`config.mk`:
```
export PLATFORM = sky130hd
export DESIGN_NAME = l2_dmem_bank_arb
export DESIGN_NICKNAME = d
export VERILOG_FILES = /design/src/rtl/l2_dmem_bank_arb.sv
export SDC_FILE = /design/constraint.sdc
export NUM_CORES = 1
export LEC_CHECK = 0
export BUFFER_PORTS_ARGS = -buffer_cell sky130_fd_sc_hd__buf_2
export CORE_AREA = 2 2 627 629
export CTS_BUF_LIST = sky130_fd_sc_hd__clkbuf_4 sky130_fd_sc_hd__clkbuf_8
export CTS_CLUSTER_SIZE = 10
export DETAILED_ROUTE_END_ITERATION = 10
export DIE_AREA = 0 0 629 631
export GPL_TIMING_DRIVEN = 0
export SLEW_MARGIN = 15
export SYNTH_ARGS = -nofsm -noshare
export SYNTH_HDL_FRONTEND = slang
export SYNTH_SLANG_ARGS = --single-unit
```
`constraint.sdc`:
```
create_clock -name clk -period 32.9 [get_ports clk]
set_input_delay 1.645 -clock clk [delete_from_list [all_inputs] [get_ports clk]]
set_output_delay 1.645 -clock clk [all_outputs]
set_load 0.02 [all_outputs]
```
`src/rtl/l2_dmem_bank_arb.sv`:
```
// Per-bank arbiter: one single-port SRAM shared by core/DMA read and write requesters.
// Read returns are buffered per port so a read is only granted when its result has a slot.
module l2_dmem_bank_arb #(
    parameter int ADDR_W       = 9,
    parameter int DATA_W       = 256,
    parameter int RD_BUF_DEPTH = 2,
    parameter int STARVE_LIMIT = 8
) (
    input  logic              clk,
    input  logic              rst_n,

    input  logic              core_rd_req,
    output logic              core_rd_gnt,
    input  logic [ADDR_W-1:0] core_rd_addr,
    output logic              core_rd_valid,
    output logic [DATA_W-1:0] core_rd_data,
    input  logic              core_rd_ready,

    input  logic              core_wr_req,
    output logic              core_wr_gnt,
    input  logic [ADDR_W-1:0] core_wr_addr,
    input  logic [DATA_W-1:0] core_wr_data,

    input  logic              dma_rd_req,
    output logic              dma_rd_gnt,
    input  logic [ADDR_W-1:0] dma_rd_addr,
    output logic              dma_rd_valid,
    output logic [DATA_W-1:0] dma_rd_data,
    input  logic              dma_rd_ready,

    input  logic              dma_wr_req,
    output logic              dma_wr_gnt,
    input  logic [ADDR_W-1:0] dma_wr_addr,
    input  logic [DATA_W-1:0] dma_wr_data,

    output logic              sram_cs,
    output logic              sram_we,
    output logic [ADDR_W-1:0] sram_addr,
    output logic [DATA_W-1:0] sram_wdata,
    input  logic [DATA_W-1:0] sram_rdata
);

    localparam int NREQ   = 4;
    localparam int NRD    = 2;
    localparam int CNT_W  = $clog2(RD_BUF_DEPTH + 1);
    localparam int PTR_W  = (RD_BUF_DEPTH > 1) ? $clog2(RD_BUF_DEPTH) : 1;
    localparam int WAIT_W = $clog2(STARVE_LIMIT + 1);

    logic [NREQ-1:0]   req;
    logic [NREQ-1:0]   eligible;
    logic [NREQ-1:0]   starved;
    logic [NREQ-1:0]   gnt;
    logic [1:0]        winner;
    logic [1:0]        rr_ptr_q, rr_ptr_d;
    logic [WAIT_W-1:0] wait_q [NREQ];
    logic [WAIT_W-1:0] wait_d [NREQ];

    logic [NRD-1:0]    inflight_q;
    logic [NRD-1:0]    push, pop, rd_valid, rd_ready;
    logic [CNT_W-1:0]  cnt_q    [NRD];
    logic [PTR_W-1:0]  wr_ptr_q [NRD];
    logic [PTR_W-1:0]  rd_ptr_q [NRD];
    logic [DATA_W-1:0] mem_q    [NRD][RD_BUF_DEPTH];

    function automatic logic [PTR_W-1:0] ptr_inc(input logic [PTR_W-1:0] p);
        return (p == PTR_W'(RD_BUF_DEPTH - 1)) ? '0 : p + PTR_W'(1);
    endfunction

    // Requests are masked during reset so no grant or SRAM access can escape.
    assign req      = {dma_wr_req, dma_rd_req, core_wr_req, core_rd_req} & {NREQ{rst_n}};
    assign rd_ready = {dma_rd_ready, core_rd_ready};

    // Read credit: a slot is reserved by the grant and released only by a past pop.
    always_comb begin
        eligible = req;
        for (int r = 0; r < NRD; r++) begin
            if (inflight_q[r])
                eligible[2*r] = req[2*r] && (cnt_q[r] < CNT_W'(RD_BUF_DEPTH - 1));
            else
                eligible[2*r] = req[2*r] && (cnt_q[r] < CNT_W'(RD_BUF_DEPTH));
        end
        for (int i = 0; i < NREQ; i++)
            starved[i] = eligible[i] && (wait_q[i] == WAIT_W'(STARVE_LIMIT));
    end

    always_comb begin
        logic       found;
        logic [1:0] idx;
        gnt   = '0;
        found = 1'b0;
        idx   = '0;
        for (int i = 0; i < NREQ; i++) begin
            if (!found && starved[i]) begin
                gnt[i] = 1'b1;
                found  = 1'b1;
            end
        end
        for (int i = 0; i < NREQ; i++) begin
            idx = rr_ptr_q + 2'(i);
            if (!found && eligible[idx]) begin
                gnt[idx] = 1'b1;
                found    = 1'b1;
            end
        end
    end

    always_comb begin
        winner = '0;
        for (int i = 0; i < NREQ; i++)
            if (gnt[i]) winner = 2'(i);
        rr_ptr_d = (|gnt) ? winner + 2'd1 : rr_ptr_q;
    end

    always_comb begin
        for (int i = 0; i < NREQ; i++) begin
            if (!req[i] || gnt[i])
                wait_d[i] = '0;
            else if (wait_q[i] != WAIT_W'(STARVE_LIMIT))
                wait_d[i] = wait_q[i] + WAIT_W'(1);
            else
                wait_d[i] = wait_q[i];
        end
    end

    always_comb begin
        sram_cs    = |gnt;
        sram_we    = gnt[1] | gnt[3];
        sram_addr  = '0;
        sram_wdata = '0;
        if (gnt[0]) sram_addr = core_rd_addr;
        if (gnt[1]) begin
            sram_addr  = core_wr_addr;
            sram_wdata = core_wr_data;
        end
        if (gnt[2]) sram_addr = dma_rd_addr;
        if (gnt[3]) begin
            sram_addr  = dma_wr_addr;
            sram_wdata = dma_wr_data;
        end
    end

    assign core_rd_gnt = gnt[0];
    assign core_wr_gnt = gnt[1];
    assign dma_rd_gnt  = gnt[2];
    assign dma_wr_gnt  = gnt[3];

    // Return handshake: head is presented while valid; a beat transfers on valid && ready,
    // and the head stays stable while valid is held without ready.
    always_comb begin
        for (int r = 0; r < NRD; r++) begin
            rd_valid[r] = (cnt_q[r] != '0);
            push[r]     = inflight_q[r];
            pop[r]      = rd_valid[r] && rd_ready[r];
        end
    end

    assign core_rd_valid = rd_valid[0];
    assign dma_rd_valid  = rd_valid[1];
    assign core_rd_data  = rd_valid[0] ? mem_q[0][rd_ptr_q[0]] : '0;
    assign dma_rd_data   = rd_valid[1] ? mem_q[1][rd_ptr_q[1]] : '0;

    always_ff @(posedge clk or negedge rst_n) begin
        if (!rst_n) begin
            rr_ptr_q   <= '0;
            inflight_q <= '0;
            for (int i = 0; i < NREQ; i++) wait_q[i] <= '0;
            for (int r = 0; r < NRD; r++) begin
                cnt_q[r]    <= '0;
                wr_ptr_q[r] <= '0;
                rd_ptr_q[r] <= '0;
            end
        end else begin
            rr_ptr_q   <= rr_ptr_d;
            inflight_q <= {gnt[2], gnt[0]};
            for (int i = 0; i < NREQ; i++) wait_q[i] <= wait_d[i];
            for (int r = 0; r < NRD; r++) begin
                if (push[r]) wr_ptr_q[r] <= ptr_inc(wr_ptr_q[r]);
                if (pop[r])  rd_ptr_q[r] <= ptr_inc(rd_ptr_q[r]);
                case ({push[r], pop[r]})
                    2'b10:   cnt_q[r] <= cnt_q[r] + CNT_W'(1);
                    2'b01:   cnt_q[r] <= cnt_q[r] - CNT_W'(1);
                    default: cnt_q[r] <= cnt_q[r];
                endcase
            end
        end
    end

    // Storage needs no reset: entries are only visible through a nonzero count.
    always_ff @(posedge clk) begin
        for (int r = 0; r < NRD; r++)
            if (push[r]) mem_q[r][wr_ptr_q[r]] <= sram_rdata;
    end

    for (genvar r = 0; r < NRD; r++) begin : g_ovf_chk
        a_no_overflow: assert property (@(posedge clk) disable iff (!rst_n)
            !(push[r] && !pop[r] && (cnt_q[r] == CNT_W'(RD_BUF_DEPTH))));
    end

endmodule

```
[Word level (Yosys, flattened, before mapping)]
Memories as Yosys holds them, arrays and structs flattened.
Index checks and enable logic that the tools add are counted.
Storage, ports and cells
  bits in registers: 28
  RAM bits: 1024
  input port bits: 812
  output and inout port bits: 785
  word-level logic and storage cells: 187
  memories kept: 1
Operators by class
  $add $sub $neg: 16
  $lt $le $gt $ge: 18
  eq/ne operators: 12
  mux-type cells: 71
  bitwise logic cells: 10
  reductions and logical operators: 47
Memory list
  mem_q: words 2, bits a word 512, read ports 2, clocked after Yosys merged registers in 0, wr ports 2, RTL line 63  | logic [DATA_W-1:0] mem_q [NRD][RD_BUF_DEPTH];
Operators with widths (number)
  two-way mux 256 bit: 12
  two-way mux 512 bit: 2
  demux 256 bit (select 1 bit): 2
  two-way mux 4 bit: 12
  two-way mux 9 bit: 4
  two-way mux 1 bit: 27
  logical AND 1 bit: 23
  adder 4 x 1 -> 4 bit (second input constant): 4
  == test 4 bit (second input constant): 4
  != test 4 bit (second input constant): 4
  OR 4 bit: 4
  nonzero test 2 bit: 8
  < comparator 2 x 3 -> 1 bit (second input constant): 4
  logical NOT 1 bit: 11
  adder 2 x 1 -> 2 bit (second input constant): 4
  binary-select mux 1 bit (select 2 bit): 4
  demux 1 bit (select 2 bit): 4
  greater-or-equal comparator 2 x 1 -> 1 bit (second input constant): 4
  greater-or-equal comparator 2 bit (second input constant): 4
  < comparator 2 x 1 -> 1 bit (second input constant): 4
  inverter 1 -> 2 bit: 4
  one-hot mux 2 bit (2 select lines): 2
  adder 1 bit (second input constant): 4
  adder 2 bit (second input constant): 2
  other kinds (9): 17

[Logic depth before layout (Yosys ltp)]
Gate-level depths: netlist of the first run.
  depth in word-level cells: 30
  depth in mapped cells: 13
  gate-level depth less buffers: 11

[Least setup slack after synthesis of the first run]
OpenSTA, ideal clock, no wires.
  path type: reg-to-reg
  from: reg inflight_q[1]
  to: mem mem_q[0][1000] in the netlist's numbering, enable pin
  setup time: 0.877 ns
  arrival: 11.047 ns
  required time: 32.023 ns
  setup slack: 20.976 ns
  stages on the path, launching flop included: 3
  path buffers: 0
  period minus slack after synthesis: 11.924 ns
  cells stage by stage: dfrtp_1 -> inv_1 -> nor2_1
RTL lines
  from (decl): RTL line 58  | logic [NRD-1:0] inflight_q;
  from (signal assigned): RTL line 174  | inflight_q <= {gnt[2], gnt[0]};
  to (decl): RTL line 63

[Final worst setup path of the first run]
  from: in rst_n
  to: out sram_wdata[117]
Between the ends
  longest elaborated chain between the ends: 28
  elaborated cells between the ends (all ways): 52
  classes of those cells: mux (25); bitwise (5); reduce/logical (22)
Ends and longest elaborated chain
  from (decl): RTL line 10  | input logic rst_n,
  AND 4 bit *: RTL line 70  | assign req = {dma_wr_req, dma_rd_req, core_wr_req, core_rd_req} & {NREQ{rst_n}};
  logical AND 1 bit, on equally long branches: RTL line 80, 78
  two-way mux 1 bit: RTL line 77  | if (inflight_q[r])
  logical AND 1 bit: RTL line 83  | starved[i] = eligible[i] && (wait_q[i] == WAIT_W'(STARVE_LIMIT));
  two-way mux 1 bit: RTL line 93  | if (!found && starved[i]) begin
  logical NOT 1 bit: RTL line 93
  logical AND 1 bit: RTL line 93
  two-way mux 1 bit: RTL line 93
  [... 12 more ...]
  logical NOT 1 bit: RTL line 100  | if (!found && eligible[idx]) begin
  logical AND 1 bit: RTL line 100
  two-way mux 1 bit: RTL line 100
  logical NOT 1 bit: RTL line 100
  logical AND 1 bit: RTL line 100
  two-way mux 4 bit *: RTL line 100
  two-way mux 256 bit: RTL line 131  | if (gnt[1]) begin
  two-way mux 256 bit *: RTL line 136  | if (gnt[3]) begin
  to (decl): RTL line 39  | output logic [DATA_W-1:0] sram_wdata,
Mark *: on every way between the ends. The rest lies on a longest branch, timed or not. The select of a mux whose other input is x is not followed.

==> out/metrics.cfg, run 1 <==
[synthesis]
synthFlopType=edfxtp_1
yosys-top-cells-area=edfxtp_1, mux2i_1, nand2_1
ys_seq_elements=1052
synth_xor_area_share_pct=0.378
synth_top_area_cell=edfxtp_1
yosys.area.top_type_share_pct=69.8
synth_edf_count=1024
synthSimpleGateAreaFrac_pct=10.0
netlist_area_mm2=0.0441
synth-adder-area-share_pct=0.511
synth_compound_gate_area_share_pct=3.84
syn_nets=4104
synth_warnings=0
synthMuxAreaShare_pct=11.6
synthArstFlopShare_pct=2.66
synth_cell_types=58
yosysSeqAreaShare_pct=71.4
syn_area_per_cell_um2=13.5
syn_inst=3274
synth_top_family_by_area=multiplexers

[global_route]
grt_overflow=0
antenna_found_initial=151
grt_pass1_wl_um=387000
grt_start_max_net_pins=49
grt_pass1_vias=34328
track_usage_pct=15.3

[detailed_routing]
drc=0
routed_wl_um=318000
firstDrtPassIters=5
vias_per_cell=3.33
drt_iter0_drc=2448
routedWlPerCell_um=30.1
antenna_left=0
vias=35083

[timing]
slew_violations=0
fin_crit_sh_pct=25.1
worst_slew_pin_slew_ns=1.14
fin_tns_setup_ns=0
maxSlewHeadroom_pct=24.1
setup_viol=0
clock_skew_ns=0.0667
hold_viol_final=0
min_period_ns=8.27
rsz0062_at_grt=false
clock.fmax_ghz=0.121
setup_slack_ns=24.63

[finish]
final_common_cell=buf_2
areaGrowthSynthToFinish_pct=43.5
final_cells=10546
n_fill_cell=43958
multi_input_area_mm2=0.0116
nets=5922
drive_gt1_share_pct=37.6
final_cell_mix=buf_2, edfxtp_1, nand2_1
seq_area_mm2=0.0315

[worst_setup_path]
end_kind=output pin
crit_chain=buf_2, buf_6, nand2_4, nor4_1, nor4_2, and4_4, a221oi_4, inv_2, clkbuf_1, clkbuf_2, nand2_1, o21ai_0, buf_2
arrival_ns=6.63
crit_path_max_fanout=31
crit_top_cell=buf_2
critPathLaunchType=input port
startpoint=rst_n
cp_num_buf_inv=6
cp_top_family=buffers and inverters
crit_slowest_cell=a221oi_4
max_stage_delay_ns=0.80
path_class=input port to output pin
crit-reg2reg-launch=rr_ptr_q[0]
required_ns=31.25

[hold_path]
hold_start=cnt_q[2]
hp-class=flip-flop to flip-flop

[pwr]
power_density_mw_per_mm2=128
irDropWorstVdd_mv=0.0635
power.leakage_nw=25.5
power.total_mw=8.08

[clock_tree]
htreeDepth=4
clk_latency_ns=0.93
cts.sink_count=1052
cts_resized=0
numCtsBuffers=171
cts_hold_buf=0
cts_tree=done
post_cts_buffers=0
clock_path_buffers=4
cts-root-buf=clkbuf_8
clkTransAtPathRegs_ns=0.06

[place]
place_ws_ns=24.45
place_hpwl_um=274000
dpl.cell_count=10139
port-buffer-count=1596
place_congestion=0.931

[die]
start_util_pct=11.3
die_area_mm2=0.397
die_h_um=631
io_pins=1597
coreArea_mm2=0.391
num_rows=230
die_x_um=629

[run_status]
outcome=completed

[run]
cap_violations=0

## state kept, by name (all words and copies together), names as in the netlist
register / count
rr_ptr_q: 2
wr_ptr_q: 2
wait_q: 16
rd_ptr_q: 2
cnt_q: 4
inflight_q: 2
mem_q: 1024
## path summary, 6_finish.rpt
check	to	slack (ns)	cells after the start
max	sram_wdata[117]	24.63	13
min	cnt_q[2]	0.47	1
max reg2reg	rr_ptr_q[0]	28.79	10
min reg2reg	cnt_q[2]	0.47	1
max in group asynchronous	wait_q[7]	31.50	1
min in group asynchronous	wait_q[11]	0.90	1
## per-layer routing
layer	vias to the layer above	wire length (µm)	part of all wire, %	GRT usage, %
met5	-	236	0.074	0
li1	15520	-	-	-
met2	1747	170000	54	29.0
met4	38	19100	6.0	8.64
met1	17251	104000	33	14.7
met3	527	24800	7.8	4.66
## synth_stat cells (2+ instances only)
master,instances
and3_1,2
o31a_1,2
buf_4,2
a21oi_1,9
a211o_1,2
inv_2,2
buf_2,28
clkbuf_1,121
o21ai_1,10
a2bb2oi_1,9
nor4_1,2
o221ai_1,8
nor2_1,534
a222oi_1,2
xnor2_1,8
dfrtp_1,28
o22ai_1,2
and2_1,3
nor2b_1,3
edfxtp_1,1024
buf_6,6
o21ai_0,250
buf_1,52
nor3_1,5
nand3_1,22
xor2_1,11
nand2b_1,2
inv_1,29
mux2i_1,512
ha_1,18
nand3b_1,3
nand2_1,537
## area by class of cell
cell class	instances	area share, %
Sequential cell	1052	49.7
Multi-Input combinational cell	1982	18.4
Timing Repair Buffer	1645	14.5
Tap cell	5220	10.3
Clock buffer	215	4.25
Buffer	209	1.41
Clock inverter	88	0.799
Antenna cell	104	0.411
Inverter	31	0.184
## kinds of logic after synthesis
| family | after synthesis |
|---|---|
| compound gates | 305 |
| xor+xnor | 19 |
| fa+ha+maj | 18 |
| buf+inv | 240 |
| flops | 1052 |
| mux | 512 |
| simple gates | 1128 |
## where the power goes
part	leakage (nW)	internal [mW]	switching, mW
Combinational	14.1	1.13	4.04
Sequential	9.73	1.75	0.0560
Clock	1.67	0.568	0.528
Total	25.5	3.45	4.63
## stage by stage
step / hold slack, ns / utilization (%) / area, µm²
2_1_floorplan: 0.446 / - / 44100
3_3_place_gp: 0.461 / 15.0 / 58600
3_5_place_dp: 0.465 / 15.3 / 59800
4_1_cts: 0.477 / 16.1 / 63000
5_1_grt: 0.486 / 16.2 / 63100
6_report: 0.472 / 16.2 / 63200
No activity file was read; power rests on OpenSTA's default activity.
==> inputs of run 2 (changes only) <==
--- a/config.mk
+++ b/config.mk
@@ -5,12 +5,13 @@
 export SDC_FILE = /design/constraint.sdc
 export NUM_CORES = 1
 export LEC_CHECK = 0
+export ABC_AREA = 1
 export BUFFER_PORTS_ARGS = -buffer_cell sky130_fd_sc_hd__buf_2
-export CORE_AREA = 2 2 627 629
+export CORE_AREA = 2 2 617 619
 export CTS_BUF_LIST = sky130_fd_sc_hd__clkbuf_4 sky130_fd_sc_hd__clkbuf_8
 export CTS_CLUSTER_SIZE = 10
 export DETAILED_ROUTE_END_ITERATION = 10
-export DIE_AREA = 0 0 629 631
+export DIE_AREA = 0 0 619 621
 export GPL_TIMING_DRIVEN = 0
 export SLEW_MARGIN = 15
 export SYNTH_ARGS = -nofsm -noshare
==> constraint.sdc (replaced) <==
create_clock -name clk -period 7.85 [get_ports clk]
set_input_delay 0.3925 -clock clk [delete_from_list [all_inputs] [get_ports clk]]
set_output_delay 0.3925 -clock clk [all_outputs]
set_load 0.02 [all_outputs]
==> out/metrics.cfg, run 2 <==
[timing]
hold_viol_final=0
maxSlewHeadroom_pct=15.3
rsz0062_at_grt=false
slew_violations=0
fin_crit_sh_pct=75.7
setup_viol=0
clock.fmax_ghz=0.168
worst_slew_pin_slew_ns=1.27
clock_skew_ns=0.0908
min_period_ns=5.94

[global_route]
grt_pass1_wl_um=409000
grt_start_max_net_pins=90
grt_overflow=0
grt_pass1_vias=38427
antenna_found_initial=162
track_usage_pct=16.5

[synthesis]
yosys-top-cells-area=edfxtp_1, nor2_1, o21ai_0
synth_warnings=0
yosysMostFrequentCell=nor2_1
synth_common_cells=nor2_1, edfxtp_1, nand2_1
syn_nets=4747
ys_seq_elements=1052
syn_inst=3917
yosys.area.top_type_share_pct=70.1
yosysSeqAreaShare_pct=71.7
synthFlopType=edfxtp_1
synth_cell_types=36
synth_edf_count=1024
synth_top_area_cell=edfxtp_1
netlist_area_mm2=0.0438
synthArstFlopShare_pct=2.66
syn_area_per_cell_um2=11.2

[die]
start_util_pct=11.6
die_x_um=619
io_pins=1597
num_rows=226
die_h_um=621
coreArea_mm2=0.378
die_area_mm2=0.384

[worst_setup_path]
crit_top_cell=nand2_1
critPathLaunchType=input port
max_stage_delay_ns=0.73
arrival_ns=5.55
startpoint=rst_n
path_class=input port to output pin
cp_top_family=simple AND/OR/NAND/NOR gates
crit-reg2reg-launch=rr_ptr_q[0]
crit_slowest_cell=a21oi_1
crit_path_max_fanout=32
cp_num_buf_inv=7
end_kind=output pin
crit_chain=dlygate4sd3_1, buf_2, nand2_1, nor2_1, inv_1, nand2_1, nor2_4, nand4_1, nand3_2, buf_6, buf_4, a21oi_1, nand3_1, nand2_1, inv_1, buf_2
r2r_slack_ns=4.56
required_ns=7.46

[finish]
drive_gt1_share_pct=32.9
areaGrowthSynthToFinish_pct=49.0
final_cell_mix=buf_2, nor2_1, edfxtp_1
fin_area_mm2=0.0653
final_common_cell=buf_2
largest_reg_flops=1024
utilization_pct=17.3
nets=6822

[detailed_routing]
firstDrtPassIters=6
routedWlPerCell_um=29.3
wl_met2_um=183000
highest_layer=met5
routed-wl-met3_um=23300
vias=40107
routed_wl_um=331000
vias_per_cell=3.56
antenna_left=0
drt-met1-wl_um=98500
drc=0
drt_iter0_drc=3389

[clock_tree]
clk_latency_ns=0.95
cts-root-buf=clkbuf_8
cts_tree=done
htreeDepth=4
clock_path_buffers=4
clkTransAtPathRegs_ns=0.06
numCtsBuffers=173
cts.sink_count=1052

[pwr]
irDropWorstVdd_mv=0.329
power_density_mw_per_mm2=536
power.leakage_nw=25.0

[run_status]
outcome=completed

[hold_path]
hp-class=input port to async pin

[run]
cap_violations=0

[place]
place_area_mm2=0.0591
port-buffer-count=1596
place_congestion=0.988
place_hpwl_um=271000

[run 2: worst reg2reg max path, cell delays in order (launching register included)]
cell     delay [ns]
dfrtp_1        0.53
inv_2          0.15
ha_1           0.35
inv_1          0.09
nand3_1        0.08
nand2_1        0.13
inv_2          0.09
nand4_1        0.12
nand3_2        0.46
buf_6          0.37
inv_2          0.10
buf_2          0.44
nand2_1        0.15
a21oi_1        0.16
[run 2: power breakdown]
group | switching [mW] | internal [mW] | total (mW) | leakage [nW]
Clock | 2.26 | 2.44 | 4.70 | 1.67
Sequential | 0.223 | 7.28 | 7.51 | 9.72
Combinational | 17.9 | 4.90 | 22.8 | 13.6
Total | 20.4 | 14.6 | 35.0 | 25.0
[run 2: what timing repair did]
item,CTS,global route
hold endpoints to repair,1070,0
hold buffers,263,0
gates resized for setup,0,0
setup buffers,0,0
[run 2: cell type report]
class	instances	area [µm²]
Timing Repair Buffer	1900	11500
Inverter	62	248
Multi-Input combinational cell	2544	11000
Clock inverter	67	462
Antenna cell	158	395
Fill cell	42164	312000
Clock buffer	220	2740
Tap cell	5016	6280
Sequential cell	1052	31500
Buffer	259	1230
[run 2: path summary, 6_finish.rpt]
kind,endpoint,cells after the start
worst min-delay path,rd_ptr_q[0],2
min in group clk,mem_q[0][841],2
worst min register to register,cnt_q[0],1
max in group asynchronous,wait_q[11],2
worst max register to register,wait_q[3],13
worst max-delay path,sram_addr[2],16
[run 2: cell families after synthesis]
group	after synthesis	synth area share (%)
flops	1052	71.7
fa+ha+maj	18	0.514
xor+xnor	15	0.300
compound gates	794	9.09
simple gates	1717	15.1
buf+inv	321	3.25
[run 2: through the flow]
| step | cells | setup slack, ns | setup TNS (ns) | total power, mW | hold WS (ns) |
|---|---|---|---|---|---|
| 2_1_floorplan | 3917 | 0.249 | 0 | 18.1 | 0.0969 |
| 3_3_place_gp | 10529 | -5.90 | -4354.39 | 30.9 | 0.464 |
| 3_5_place_dp | 10570 | 2.25 | 0 | 30.7 | 0.464 |
| 4_1_cts | 11120 | 1.66 | 0 | 35.6 | 0.0543 |
| 5_1_grt | 11216 | 1.59 | 0 | 36.4 | 0.135 |
| 6_report | 11278 | 1.91 | 0 | 35.0 | 0.150 |
[run 2: layer usage]
layer	vias up	global-route usage, %
met5	-	0
met4	50	11.0
met3	661	4.32
met2	2182	32.6
met1	19369	14.4
li1	17845	-
